$ cat config.mk
export PLATFORM = sky130hd
export DESIGN_NAME = spi_multi_lane_rx
export DESIGN_NICKNAME = d
export VERILOG_FILES = /design/src/rtl/spi_link_pkg.sv /design/src/rtl/spi_edge_sync.sv /design/src/rtl/spi_multi_lane_rx.sv
export SDC_FILE = /design/constraint.sdc
export NUM_CORES = 1
export LEC_CHECK = 0
export ABC_AREA = 1
export CAP_MARGIN = 20
export CORE_MARGIN = 4
export CORE_UTILIZATION = 50
export CTS_CLUSTER_SIZE = 12
export DETAILED_ROUTE_END_ITERATION = 16
export DONT_BUFFER_PORTS = 1
export PLACE_DENSITY = 0.71
export SYNTH_ARGS = -nofsm -noshare
export SYNTH_HDL_FRONTEND = slang
export SYNTH_SLANG_ARGS = --single-unit
$ cat constraint.sdc
create_clock -name clk -period 2 [get_ports clk]
set_clock_uncertainty 0.05 [all_clocks]
set_input_delay 0.1 -clock clk [delete_from_list [all_inputs] [get_ports clk]]
set_output_delay 0.1 -clock clk [all_outputs]
set_load 0.02 [all_outputs]
$ cat src/rtl/spi_link_pkg.sv
`default_nettype none
// ============================================================================
//  Module      : spi_link_pkg
//  Description : Definitions shared by the board-to-board SPI link blocks
//                (receiver and master). Holds the link FSM state encoding,
//                the SPI mode and the width of the frame/error counters.
//  Revision    : 1.0 - initial release
// ============================================================================
package spi_link_pkg;

    localparam int SPI_MODE = 0;
    localparam int CNT_W    = 16;

    typedef enum logic [1:0] {
        IDLE   = 2'd0,
        SHIFT  = 2'd1,
        COMMIT = 2'd2
    } spi_state_t;

endpackage
`default_nettype wire

$ cat src/rtl/spi_edge_sync.sv
`default_nettype none
// ============================================================================
//  Module      : spi_edge_sync
//  Description : Multi-flop synchroniser for one asynchronous input followed
//                by a history flop. Reports the synchronised level and a
//                one-cycle change strobe; the direction of a change is the
//                new level (change & level = rise, change & ~level = fall).
//  Ports       : clk    - system clock
//                reset  - synchronous, active-high; loads RST_VAL everywhere
//                din    - asynchronous input
//                level  - synchronised value of din
//                toggle - high for one cycle when level differs from history
//  Revision    : 1.0 - initial release
// ============================================================================
module spi_edge_sync
    import spi_link_pkg::*;
#(
    parameter int   SYNC_STAGES = 2,
    parameter logic RST_VAL     = 1'b0
) (
    input  logic clk,
    input  logic reset,
    input  logic din,
    output logic level,
    output logic toggle
);

    logic [SYNC_STAGES-1:0] chain;
    logic                   hist;

    always_ff @(posedge clk) begin
        if (reset) begin
            chain <= {SYNC_STAGES{RST_VAL}};
            hist  <= RST_VAL;
        end else begin
            chain <= {chain[SYNC_STAGES-2:0], din};
            hist  <= chain[SYNC_STAGES-1];
        end
    end

    assign level  = chain[SYNC_STAGES-1];
    assign toggle = chain[SYNC_STAGES-1] ^ hist;

endmodule
`default_nettype wire

$ cat src/rtl/spi_multi_lane_rx.sv
`default_nettype none
// ============================================================================
//  Module      : spi_multi_lane_rx
//  Description : Multi-lane SPI (mode 0) slave receiver running entirely in
//                the system clock domain. SCK, SSEL and DATA_IN are
//                oversampled; NCH lanes of W bits are shifted in parallel,
//                the frame length is validated and all lanes are committed
//                to rx_out atomically. Bad-length frames are discarded.
//  Ports       : clk, reset      - system clock, synchronous active-high reset
//                en              - receive enable, only looked at in IDLE
//                SCK, SSEL       - SPI clock / active-low frame select
//                DATA_IN[NCH]    - one serial line per lane
//                rx_out[NCH*W]   - last good frame, lane k at [k*W +: W]
//                rdy             - one-cycle pulse when rx_out updates
//                frame_err       - one-cycle pulse when a frame is dropped
//                frame_cnt       - good frames since reset (wraps)
//                err_cnt         - bad frames since reset (saturates)
//  Revision    : 1.0 - initial release
// ============================================================================
module spi_multi_lane_rx
    import spi_link_pkg::*;
#(
    parameter int NCH         = 2,
    parameter int W           = 32,
    parameter int SYNC_STAGES = 2,
    parameter bit MSB_FIRST   = 1'b1
) (
    input  logic                 clk,
    input  logic                 reset,
    input  logic                 en,
    input  logic                 SCK,
    input  logic                 SSEL,
    input  logic [NCH-1:0]       DATA_IN,
    output logic [NCH*W-1:0]     rx_out,
    output logic                 rdy,
    output logic                 frame_err,
    output logic [CNT_W-1:0]     frame_cnt,
    output logic [CNT_W-1:0]     err_cnt
);

    localparam int              BC_W    = $clog2(W + 2);
    localparam logic [BC_W-1:0] BC_FULL = BC_W'(W);
    localparam logic [BC_W-1:0] BC_SAT  = BC_W'(W + 1);

    // ---------------------------------------------------------------- sync
    logic sck_lvl, sck_tog, ssel_lvl, ssel_tog;
    logic sck_rise, ssel_rise, ssel_fall;

    spi_edge_sync #(.SYNC_STAGES(SYNC_STAGES), .RST_VAL(1'b0)) u_sck_sync (
        .clk    (clk),
        .reset  (reset),
        .din    (SCK),
        .level  (sck_lvl),
        .toggle (sck_tog)
    );

    spi_edge_sync #(.SYNC_STAGES(SYNC_STAGES), .RST_VAL(1'b1)) u_ssel_sync (
        .clk    (clk),
        .reset  (reset),
        .din    (SSEL),
        .level  (ssel_lvl),
        .toggle (ssel_tog)
    );

    assign sck_rise  = sck_tog & sck_lvl;
    assign ssel_rise = ssel_tog & ssel_lvl;
    assign ssel_fall = ssel_tog & ~ssel_lvl;

    // DATA goes through the same depth as SCK so a bit is aligned with
    // the SCK rise that samples it; no edge detection is needed here.
    logic [NCH-1:0] data_sync [SYNC_STAGES];
    logic [NCH-1:0] data_s;

    always_ff @(posedge clk) begin
        if (reset) begin
            for (int i = 0; i < SYNC_STAGES; i++) data_sync[i] <= '0;
        end else begin
            data_sync[0] <= DATA_IN;
            for (int i = 1; i < SYNC_STAGES; i++) data_sync[i] <= data_sync[i-1];
        end
    end

    assign data_s = data_sync[SYNC_STAGES-1];

    // ---------------------------------------------------------- lane shift
    logic [NCH*W-1:0] shreg;
    logic [NCH*W-1:0] shreg_nxt;

    for (genvar k = 0; k < NCH; k++) begin : g_lane
        if (MSB_FIRST) begin : g_msb
            assign shreg_nxt[k*W +: W] = {shreg[k*W +: W-1], data_s[k]};
        end else begin : g_lsb
            assign shreg_nxt[k*W +: W] = {data_s[k], shreg[k*W+1 +: W-1]};
        end
    end

    // ----------------------------------------------------------------- FSM
    spi_state_t      state, state_nxt;
    logic [BC_W-1:0] bit_cnt;
    logic            fall_pend;
    logic            clear, shift_en, commit_ok, commit_bad;

    always_ff @(posedge clk) begin
        if (reset) state <= IDLE;
        else       state <= state_nxt;
    end

    always_comb begin
        state_nxt  = state;
        clear      = 1'b0;
        shift_en   = 1'b0;
        commit_ok  = 1'b0;
        commit_bad = 1'b0;
        case (state)
            IDLE: begin
                // fall_pend carries an SSEL fall that arrived during COMMIT
                if (en && (ssel_fall || fall_pend)) begin
                    state_nxt = SHIFT;
                    clear     = 1'b1;
                end
            end
            SHIFT: begin
                if (ssel_fall) begin
                    clear = 1'b1;
                end else begin
                    // a coincident SCK rise is shifted before the frame ends
                    shift_en = sck_rise;
                    if (ssel_rise) state_nxt = COMMIT;
                end
            end
            COMMIT: begin
                state_nxt = IDLE;
                if (bit_cnt == BC_FULL) commit_ok  = 1'b1;
                else                    commit_bad = 1'b1;
            end
            default: state_nxt = IDLE;
        endcase
    end

    // ------------------------------------------------------------ datapath
    always_ff @(posedge clk) begin
        if (reset) begin
            bit_cnt   <= '0;
            shreg     <= '0;
            fall_pend <= 1'b0;
            rx_out    <= '0;
            rdy       <= 1'b0;
            frame_err <= 1'b0;
            frame_cnt <= '0;
            err_cnt   <= '0;
        end else begin
            rdy       <= commit_ok;
            frame_err <= commit_bad;
            fall_pend <= (state == COMMIT) && ssel_fall;

            if (clear) begin
                bit_cnt <= '0;
                shreg   <= '0;
            end else if (shift_en) begin
                shreg <= shreg_nxt;
                if (bit_cnt != BC_SAT) bit_cnt <= bit_cnt + 1'b1;
            end

            if (commit_ok) begin
                rx_out    <= shreg;
                frame_cnt <= frame_cnt + 1'b1;
            end

            if (commit_bad && (err_cnt != '1)) err_cnt <= err_cnt + 1'b1;
        end
    end

endmodule
`default_nettype wire

==> run_results.csv, run 1 <==
group,metric,value,unit
global_routing,grt_pass1_wl,24900,um
worst_setup_path,r2r-start,"bit_cnt[0]$_SDFFE_PP0P_",
cts,cts_sinks,181,
timing,rsz0062_at_grt,"no",
cts,clkTransAtPathRegs,70,ps
synthesis,synth_compound_area_frac,0.117,
worst_setup_path,cp_max_fo,8,
placed_design,hpwl,9730,um
worst_hold_path,hold_path_class,"in2reg",
synthesis,synthTopCellsByCount,"nand2_1, nor2_1, dfxtp_1",
synthesis,syn_area,6960,um2
synthesis,async_flop_share,0,
worst_setup_path,rrSetupSlack,250,ps
timing,fmax,570,MHz
floorplan,row_count,42,
power_and_ir_drop,combinationalPowerShare,0.019,
synthesis,syn_avg_cell_area,7.35,um2
power_and_ir_drop,p_switching,1.57,mW
synthesis,yosys.area.top_type,"dfxtp_1",
synthesis,synthFlopType,"dfxtp_1",
route,routed_via_density,5.02,
timing,final-hold-violation-count,0,
synthesis,synthCells,946,
flow_run,max_cap_violations,0,
floorplan,coreArea,13500,um2
power_and_ir_drop,clock_power_share,0.489,
route,vias,5770,
global_routing,grt_pass1_vias,5241,
placed_design,dp_cells,1110,
route,firstDrtPassIters,4,
cts,clock_path_buffers,2,
synthesis,synth_top_area_frac,0.521,
worst_hold_path,holdPathStages,3,
timing,hold_ws,89.3,ps
floorplan,start_util,0.517,
timing,finalSetupTns,0,ps
worst_setup_path,r2r_end,"err_cnt[8]$_SDFFE_PP0P_",
placed_design,port_buffers,0,
synthesis,synth_seq_cells,181,
outcome,outcome,"finished, final reports clean",
synthesis,synth-simple-area-share,0.284,
synthesis,synth-adder-area-share,0.00899,
layout,final_util,0.594,
cts,cts_tree,"done",
timing,drv_slew,0,
worst_hold_path,min_from,"reset",
layout,area_delta_synth_final,14.9,%
timing,worstMarginPinSlew,832,ps
timing,fin_crit,1750,ps
layout,final_cell_count_no_fill,1149,
power_and_ir_drop,cellLeakagePower,2.96,nW
worst_setup_path,worstRegToRegCells,8,
synthesis,yosysMostFrequentCell,"nand2_1",
timing,final.period_utilization,0.877,
power_and_ir_drop,p_int,5.78,mW
worst_setup_path,cp.required,2230,ps
floorplan,ios,105,
timing,finalSetupViolations,0,
synthesis,yosysSeqAreaShare,0.521,
synthesis,muxShareOfSynthArea,0,
route,ant_nets,0,
route,wl,15100,um
floorplan,die_area,15900,um2
timing,slew_headroom,0.444,
synthesis,synth.distinct_cells,29,
worst_hold_path,hold_end,"u_ssel_sync.hist$_SDFF_PP1_",
power_and_ir_drop,finalPower,7.35,mW
global_routing,grt.overflow.total,0,
synthesis,synthTopCellsByArea,"dfxtp_1, nand2_1, nor2_1, a21oi_1, o21ai_0",
layout,drive_gt1_frac,0.0895,
floorplan,chipHeight,126,um
power_and_ir_drop,switching_share,0.213,
floorplan,die_x,126,um
cts,root_buffer,"clkbuf_16",
worst_setup_path,crit_type,"reg2reg",
power_and_ir_drop,p_per_area,919,nW/um2
route,drt_iter0_markers,474,
synthesis,synth_nets,958,
worst_setup_path,critPathLaunchType,"flip-flop",
global_routing,grt_antenna_before_repair,1,
cts,clk_latency,420,ps
global_routing,gr-usage-all-layers,0.188,
worst_setup_path,cp-end-kind,"flip-flop",
cts,ctsHtreeMaxLevel,4,
synthesis,yosys_warnings,0,
power_and_ir_drop,ir_drop,0.000602,V
route,wire_per_inst,13.1,um
route,remaining_drc_errors,0,
synthesis,synth_top_family_by_area,"simple AND/OR/NAND/NOR gates",
worst_setup_path,critical_path_arrival,1990,ps
synthesis,synth_xor_area_frac,0.00629,
synthesis,synth_edf_count,0,
cts,cts_buffers,17,
layout,final_nets,971,
power_and_ir_drop,seqPwrFrac,0.492,
placed_design,gp_congestion,0.857,
global_routing,grt_max_degree,71,
## worst max-delay path by stage
stage / cells after the start / to / startpoint
2_1_floorplan: 9 / err_cnt[6]$_SDFFE_PP0P_ / err_cnt[1]$_SDFFE_PP0P_
6_report: 8 / err_cnt[8]$_SDFFE_PP0P_ / bit_cnt[0]$_SDFFE_PP0P_
3_3_place_gp: 8 / rx_out[6]$_SDFFE_PP0P_ / bit_cnt[0]$_SDFFE_PP0P_
3_5_place_dp: 8 / rx_out[19]$_SDFFE_PP0P_ / bit_cnt[0]$_SDFFE_PP0P_
5_1_grt: 8 / err_cnt[8]$_SDFFE_PP0P_ / bit_cnt[0]$_SDFFE_PP0P_
4_1_cts: 8 / err_cnt[8]$_SDFFE_PP0P_ / bit_cnt[0]$_SDFFE_PP0P_
## cell type report
type	count	area, um2
fillers	1273	5460
multi-input cells	662	2910
repair buffers	42	393
clock inverters	15	219
well taps	176	220
clock buffers	17	425
flip-flops and latches	181	3620
diodes	1	2.50
inverters	55	206
## metrics by stage
stage / cell area [um2] / setup slack (ps)
6_report: 8000 / 246
5_1_grt: 8000 / 113
4_1_cts: 7990 / 243
3_5_place_dp: 7290 / 287
3_3_place_gp: 7290 / 329
2_1_floorplan: 6960 / 339
## critical path: stages (launching register included)
cell     delay (ps)
dfxtp_1         390
inv_1           100
ha_1            220
nand3_2         130
nand2_1         220
nor2_1          270
nand3_1         120
nand2_1          80
nor2_1           30
## layer usage
layer | GRT usage | part of all wire
met1 | 0.239 | 0.46
met2 | 0.303 | 0.46
met3 | 0.0610 | 0.064
met4 | 0.0625 | 0.014
met5 | 0 | 0
## layout by cell type, fill, tap and decap left out
cell / count
a21oi_1: 85
a21oi_2: 1
buf_12: 5
buf_4: 31
bufinv_16: 4
clkbuf_16: 17
clkinv_2: 2
clkinv_4: 1
clkinv_8: 1
clkinvlp_4: 2
dfxtp_1: 181
diode_2: 1
dlygate4sd3_1: 6
ha_1: 5
inv_1: 51
inv_2: 4
inv_6: 3
inv_8: 2
nand2_1: 230
nand2_2: 1
nand3_1: 29
nand3_2: 2
nand3b_1: 2
nand4_1: 3
nor2_1: 208
nor2_2: 3
nor2_4: 3
nor3_1: 5
nor3b_1: 1
nor3b_2: 2
nor4_1: 1
o211ai_4: 1
o21ai_0: 71
o21ai_1: 2
or2_2: 2
xor2_1: 5
## state kept, by name, summed over array words and instances, names as in the netlist
name / flops
bit_cnt: 6
frame_err: 1
rx_out: 64
state: 2
u_sck_sync.chain: 2
u_ssel_sync.hist: 1
rdy: 1
u_ssel_sync.chain: 2
data_sync: 4
fall_pend: 1
shreg: 64
frame_cnt: 16
err_cnt: 16
u_sck_sync.hist: 1
## power groups by stage
| stage | registers [mW] | logic [mW] | clock network [mW] |
|---|---|---|---|
| global route | 3.61 | 0.163 | 3.82 |
| finish | 3.61 | 0.142 | 3.59 |
| detailed placement | 3.70 | 0.126 | 0 |
| floorplan | 3.70 | 0.102 | 0 |
| global placement | 3.70 | 0.126 | 0 |
| CTS | 3.61 | 0.143 | 3.67 |
## repair_timing
item	CTS	global route
setup buffers	0	0
hold buffers	6	0
resized for setup	0	0
hold endpoints to repair	18	0
setup endpoints to repair	0	0
## cell families after synthesis
group / after synthesis
AOI/OAI and AO/OA: 160
xor gates and xnor gates: 5
adders and majority gates: 5
buffers and inverters: 103
DFF: 181
and+or+nand+nor: 492
Note: power is estimated with default switching activity, not from simulation.
==> run 2, diff against run 1 <==
Settings changed: PLACE_DENSITY 0.71 to 0.74.
==> run_results.csv, run 2 (synthesis gave the netlist of run 1 again) <==
group,metric,value,unit
worst_setup_path,r2r_end,"rx_out[13]$_SDFFE_PP0P_",
timing,final.period_utilization,0.884,
global_routing,gr-usage-all-layers,0.190,
floorplan,start_util,0.517,
worst_setup_path,worstRegToRegCells,7,
power_and_ir_drop,cellLeakagePower,2.96,nW
route,vias,5758,
cts,clkTransAtPathRegs,60,ps
worst_setup_path,critPathLaunchType,"flip-flop",
floorplan,coreArea,13500,um2
route,remaining_drc_errors,0,
worst_hold_path,holdPathStages,3,
layout,fill_cells,1228,
route,ant_nets,0,
global_routing,grt_max_degree,71,
timing,fmax,565,MHz
layout,ff_latch_area,3620,um2
cts,post-cts-setup-buffer-count,0,
floorplan,die_area,15900,um2
placed_design,hpwl,9770,um
global_routing,grt_pass1_vias,5284,
timing,finalSetupTns,0,ps
worst_setup_path,cp-end-kind,"flip-flop",
floorplan,die_x,126,um
timing,drv_slew,0,
worst_setup_path,r2r-start,"bit_cnt[0]$_SDFFE_PP0P_",
power_and_ir_drop,switching_share,0.196,
cts,clk_latency,420,ps
power_and_ir_drop,p_switching,1.42,mW
power_and_ir_drop,seqPwrFrac,0.497,
timing,fin_crit,1770,ps
flow_run,max_cap_violations,0,
floorplan,chipHeight,126,um
layout,final_util,0.593,
timing,slew_headroom,0.466,
global_routing,grt_antenna_before_repair,0,
power_and_ir_drop,clock_power_share,0.482,
layout,multi_input_area,2910,um2
cts,root_buffer,"clkbuf_16",
layout,final_nets,969,
layout,postLayoutCellArea,7980,um2
global_routing,grt.overflow.total,0,
layout,final_cell_mix,"nand2_1, nor2_1, dfxtp_1",
placed_design,place_area,7290,um2
timing,final-hold-violation-count,0,
worst_setup_path,cp_max_fo,18,
layout,area_delta_synth_final,14.7,%
route,drt_iter0_markers,440,
placed_design,gp_congestion,0.825,
route,wire_per_inst,13.0,um
cts,ctsHtreeMaxLevel,4,
global_routing,grt_pass1_wl,25200,um
power_and_ir_drop,combinationalPowerShare,0.020,
placed_design,port_buffers,0,
timing,hold_ws,293,ps
outcome,outcome,"finished, final reports clean",
route,routed_via_density,5.02,
layout,antenna_cells,0,
layout,drive_gt1_frac,0.0845,
power_and_ir_drop,p_int,5.85,mW
timing,finalSetupViolations,0,
floorplan,ios,105,
worst_setup_path,critical_path_arrival,2070,ps
power_and_ir_drop,p_per_area,911,nW/um2
worst_setup_path,rrSetupSlack,230,ps
layout,reg_top3,"rx_out: 64 flops, shreg: 64 flops",
floorplan,row_count,42,
cts,cts_tree,"done",
worst_hold_path,min_from,"SCK",
route,firstDrtPassIters,5,
worst_hold_path,hold_path_class,"in2reg",
cts,cts_buffers,17,
cts,cts_sinks,181,
timing,rsz0062_at_grt,"no",
route,wl,14900,um
worst_setup_path,crit_type,"reg2reg",
power_and_ir_drop,ir_drop,0.000679,V
cts,clock_path_buffers,2,
timing,worstMarginPinSlew,801,ps
worst_setup_path,cp.required,2300,ps
worst_hold_path,hold_end,"u_sck_sync.chain[0]$_SDFF_PP0_",
layout,mostFrequentLayoutCell,"nand2_1",
run 2: power by group through the flow:
stage / combinational, mW / sequential (mW) / clock, mW
floorplan: 0.102 / 3.70 / 0
global placement: 0.131 / 3.70 / 0
detailed placement: 0.131 / 3.70 / 0
CTS: 0.148 / 3.62 / 3.59
global route: 0.168 / 3.62 / 3.73
finish: 0.147 / 3.62 / 3.51
run 2: how the worst max path moves through the flow:
| stage | startpoint | to | slack (ps) | cells after the start |
|---|---|---|---|---|
| 3_5_place_dp | err_cnt[0]$_SDFFE_PP0P_ | err_cnt[1]$_SDFFE_PP0P_ | 220 | 9 |
| 6_report | bit_cnt[0]$_SDFFE_PP0P_ | rx_out[13]$_SDFFE_PP0P_ | 230 | 7 |
| 2_1_floorplan | err_cnt[1]$_SDFFE_PP0P_ | err_cnt[6]$_SDFFE_PP0P_ | 340 | 9 |
| 3_3_place_gp | err_cnt[0]$_SDFFE_PP0P_ | err_cnt[1]$_SDFFE_PP0P_ | 290 | 9 |
| 5_1_grt | bit_cnt[0]$_SDFFE_PP0P_ | rx_out[26]$_SDFFE_PP0P_ | 60 | 7 |
| 4_1_cts | reset | shreg[0]$_SDFFE_PP0P_ | 110 | 5 |
run 2: through the flow:
step	cells	power [mW]	setup slack, ps
floorplan	946	3.80	339
CTS	1146	7.35	114
finish	1146	7.27	232
global route	1146	7.51	59.3
detailed placement	1108	3.83	224
global placement	1108	3.83	291
run 2: area by class of cell:
cell class              count  area share
flip-flops and latches    181       0.454
repair buffers             40      0.0492
clock inverters             8      0.0183
inverters                  55      0.0259
well taps                 176      0.0276
multi-input cells         662       0.364
clock buffers              24      0.0604
run 2: per-layer routing:
| layer | vias up | share of wire | track usage |
|---|---|---|---|
| li1 | 3014 | - | - |
| met1 | 2609 | 0.46 | 0.247 |
| met2 | 123 | 0.47 | 0.305 |
| met3 | 12 | 0.066 | 0.0597 |
| met4 | 0 | 0.010 | 0.0574 |
| met5 | - | 0 | 0 |
run 2: critical path, stage by stage (launching register included):
cell and delay (ps):
dfxtp_1 350, inv_1 110, ha_1 180, nand3_2 120, nor2_4 390, buf_4 300
nor2_1 80, nor2_1 110
run 2: what timing repair did:
item,in CTS,in global routing
endpoints found under the hold margin,29,0
resized for setup,0,2
hold buffers,6,0
endpoints found under the setup margin,0,71
==> run 3, diff against run 2 <==
Settings changed: RECOVER_POWER from default to 25.
==> run_results.csv, run 3 (synthesis gave the netlist of run 1 again) <==
group,metric,value,unit
placed_design,dp_cells,1108,
layout,area_delta_synth_final,14.6,%
worst_setup_path,critPathLaunchType,"flip-flop",
layout,fill_cells,1228,
global_routing,grt_antenna_before_repair,0,
cts,clkTransAtPathRegs,60,ps
timing,fin_crit,1770,ps
timing,finalSetupViolations,0,
placed_design,gp_congestion,0.825,
placed_design,hpwl,9770,um
timing,final.period_utilization,0.885,
worst_hold_path,hold_end,"data_sync[0][0]$_SDFF_PP0_",
route,drt_iter0_markers,430,
timing,finalSetupTns,0,ps
global_routing,grt_pass1_vias,5284,
route,wire_per_inst,13.0,um
global_routing,grt.overflow.total,0,
global_routing,gr-usage-all-layers,0.190,
worst_hold_path,hold_path_class,"in2reg",
worst_hold_path,holdPathStages,2,
layout,mostFrequentLayoutCell,"nand2_1",
route,routed_via_density,5.01,
global_routing,grt_pass1_wl,25200,um
worst_setup_path,cp.required,2300,ps
layout,reg_top3,"rx_out: 64 flops, shreg: 64 flops",
route,firstDrtPassIters,5,
timing,fmax,565,MHz
cts,cts_tree,"done",
floorplan,coreArea,13500,um2
placed_design,port_buffers,0,
floorplan,die_area,15900,um2
worst_setup_path,max_stage_delay,390,ps
timing,final-hold-violation-count,0,
layout,antenna_cells,0,
floorplan,chipHeight,126,um
power_and_ir_drop,finalPower,7.27,mW
cts,cts_sinks,181,
power_and_ir_drop,p_per_area,912,nW/um2
global_routing,grt_max_degree,71,
timing,worstMarginPinSlew,969,ps
placed_design,place_area,7290,um2
worst_setup_path,r2r_end,"rx_out[13]$_SDFFE_PP0P_",
worst_hold_path,min_from,"reset",
outcome,outcome,"finished, final reports clean",
floorplan,start_util,0.517,
cts,clk_latency,420,ps
layout,drive_gt1_frac,0.0845,
worst_setup_path,critPathSlowestCell,"nor2_4",
layout,final_cell_mix,"nand2_1, nor2_1, dfxtp_1",
floorplan,ios,105,
worst_setup_path,rrSetupSlack,230,ps
worst_setup_path,cp-end-kind,"flip-flop",
flow_run,max_cap_violations,0,
power_and_ir_drop,ir_drop,0.000679,V
worst_setup_path,worst_path_most_repeated_cell,"nor2_1",
layout,final_nets,969,
placed_design,dp_slack,224,ps
layout,postLayoutCellArea,7970,um2
floorplan,row_count,42,
cts,root_buffer,"clkbuf_16",
floorplan,die_x,126,um
worst_setup_path,cp_max_fo,18,
route,vias,5737,
route,ant_nets,0,
cts,ctsHtreeMaxLevel,4,
cts,clock_path_buffers,2,
timing,rsz0062_at_grt,"no",
layout,final_cell_count_no_fill,1146,
power_and_ir_drop,cellLeakagePower,2.95,nW
worst_setup_path,critical_path_arrival,2070,ps
worst_setup_path,crit_type,"reg2reg",
timing,slew_headroom,0.354,
worst_setup_path,r2r-start,"bit_cnt[0]$_SDFFE_PP0P_",
worst_setup_path,worstRegToRegCells,7,
worst_setup_path,worstPathCellList,"inv_1 > ha_1 > nand3_2 > nor2_4 > buf_4 > nor2_1 > nor2_1",
layout,final_util,0.592,
timing,drv_slew,0,
route,wl,14900,um
timing,fin_ws,231,ps
route,remaining_drc_errors,0,
cts,cts_buffers,17,
timing,hold_ws,263,ps
==> run 3: routing by layer <==
layer  track usage  up-vias  wire, um  share of wire
li1              -     3016         -              -
met1         0.247     2585      6850           0.46
met2         0.305      124      6920           0.46
met3        0.0597       12       978          0.066
met4        0.0574        0       153          0.010
met5             0        -         0              0
==> run 3: worst max-delay path, delay by kind of cell (launching register included) <==
kind / cells / cell delay (ps)
adders and majority gates: 1 / 180
buffers and inverters: 2 / 410
and+or+nand+nor: 4 / 700
DFF: 1 / 350
==> run 3: final cells by class <==
cell class / count / area (um2) / share of cell area
Clock buffer: 24 / 482 / 0.0604
Clock inverter: 8 / 146 / 0.0184
Inverter: 55 / 206 / 0.0259
Multi-Input combinational cell: 662 / 2910 / 0.365
Sequential cell: 181 / 3620 / 0.455
Tap cell: 176 / 220 / 0.0276
Timing Repair Buffer: 40 / 384 / 0.0482
==> run 3: worst max path at each step <==
| stage | from | end | slack (ps) | cells past startpoint |
|---|---|---|---|---|
| 2_1_floorplan | err_cnt[1]$_SDFFE_PP0P_ | err_cnt[6]$_SDFFE_PP0P_ | 340 | 9 |
| 3_3_place_gp | err_cnt[0]$_SDFFE_PP0P_ | err_cnt[1]$_SDFFE_PP0P_ | 290 | 9 |
| 3_5_place_dp | err_cnt[0]$_SDFFE_PP0P_ | err_cnt[1]$_SDFFE_PP0P_ | 220 | 9 |
| 4_1_cts | reset | shreg[0]$_SDFFE_PP0P_ | 110 | 5 |
| 5_1_grt | bit_cnt[0]$_SDFFE_PP0P_ | rx_out[26]$_SDFFE_PP0P_ | 60 | 7 |
| 6_report | bit_cnt[0]$_SDFFE_PP0P_ | rx_out[13]$_SDFFE_PP0P_ | 230 | 7 |
==> run 3: where the power goes <==
| group | total (mW) | switching [mW] | internal (mW) |
|---|---|---|---|
| sequential | 3.62 | 0.00324 | 3.61 |
| clock | 3.50 | 1.31 | 2.19 |
| combinational | 0.145 | 0.102 | 0.0433 |
==> run 3: what timing repair did <==
action,CTS,global route
setup endpoints to repair,0,71
setup buffers,0,0
endpoints found under the hold margin,29,0
hold buffers,6,0
gates resized for setup,0,2
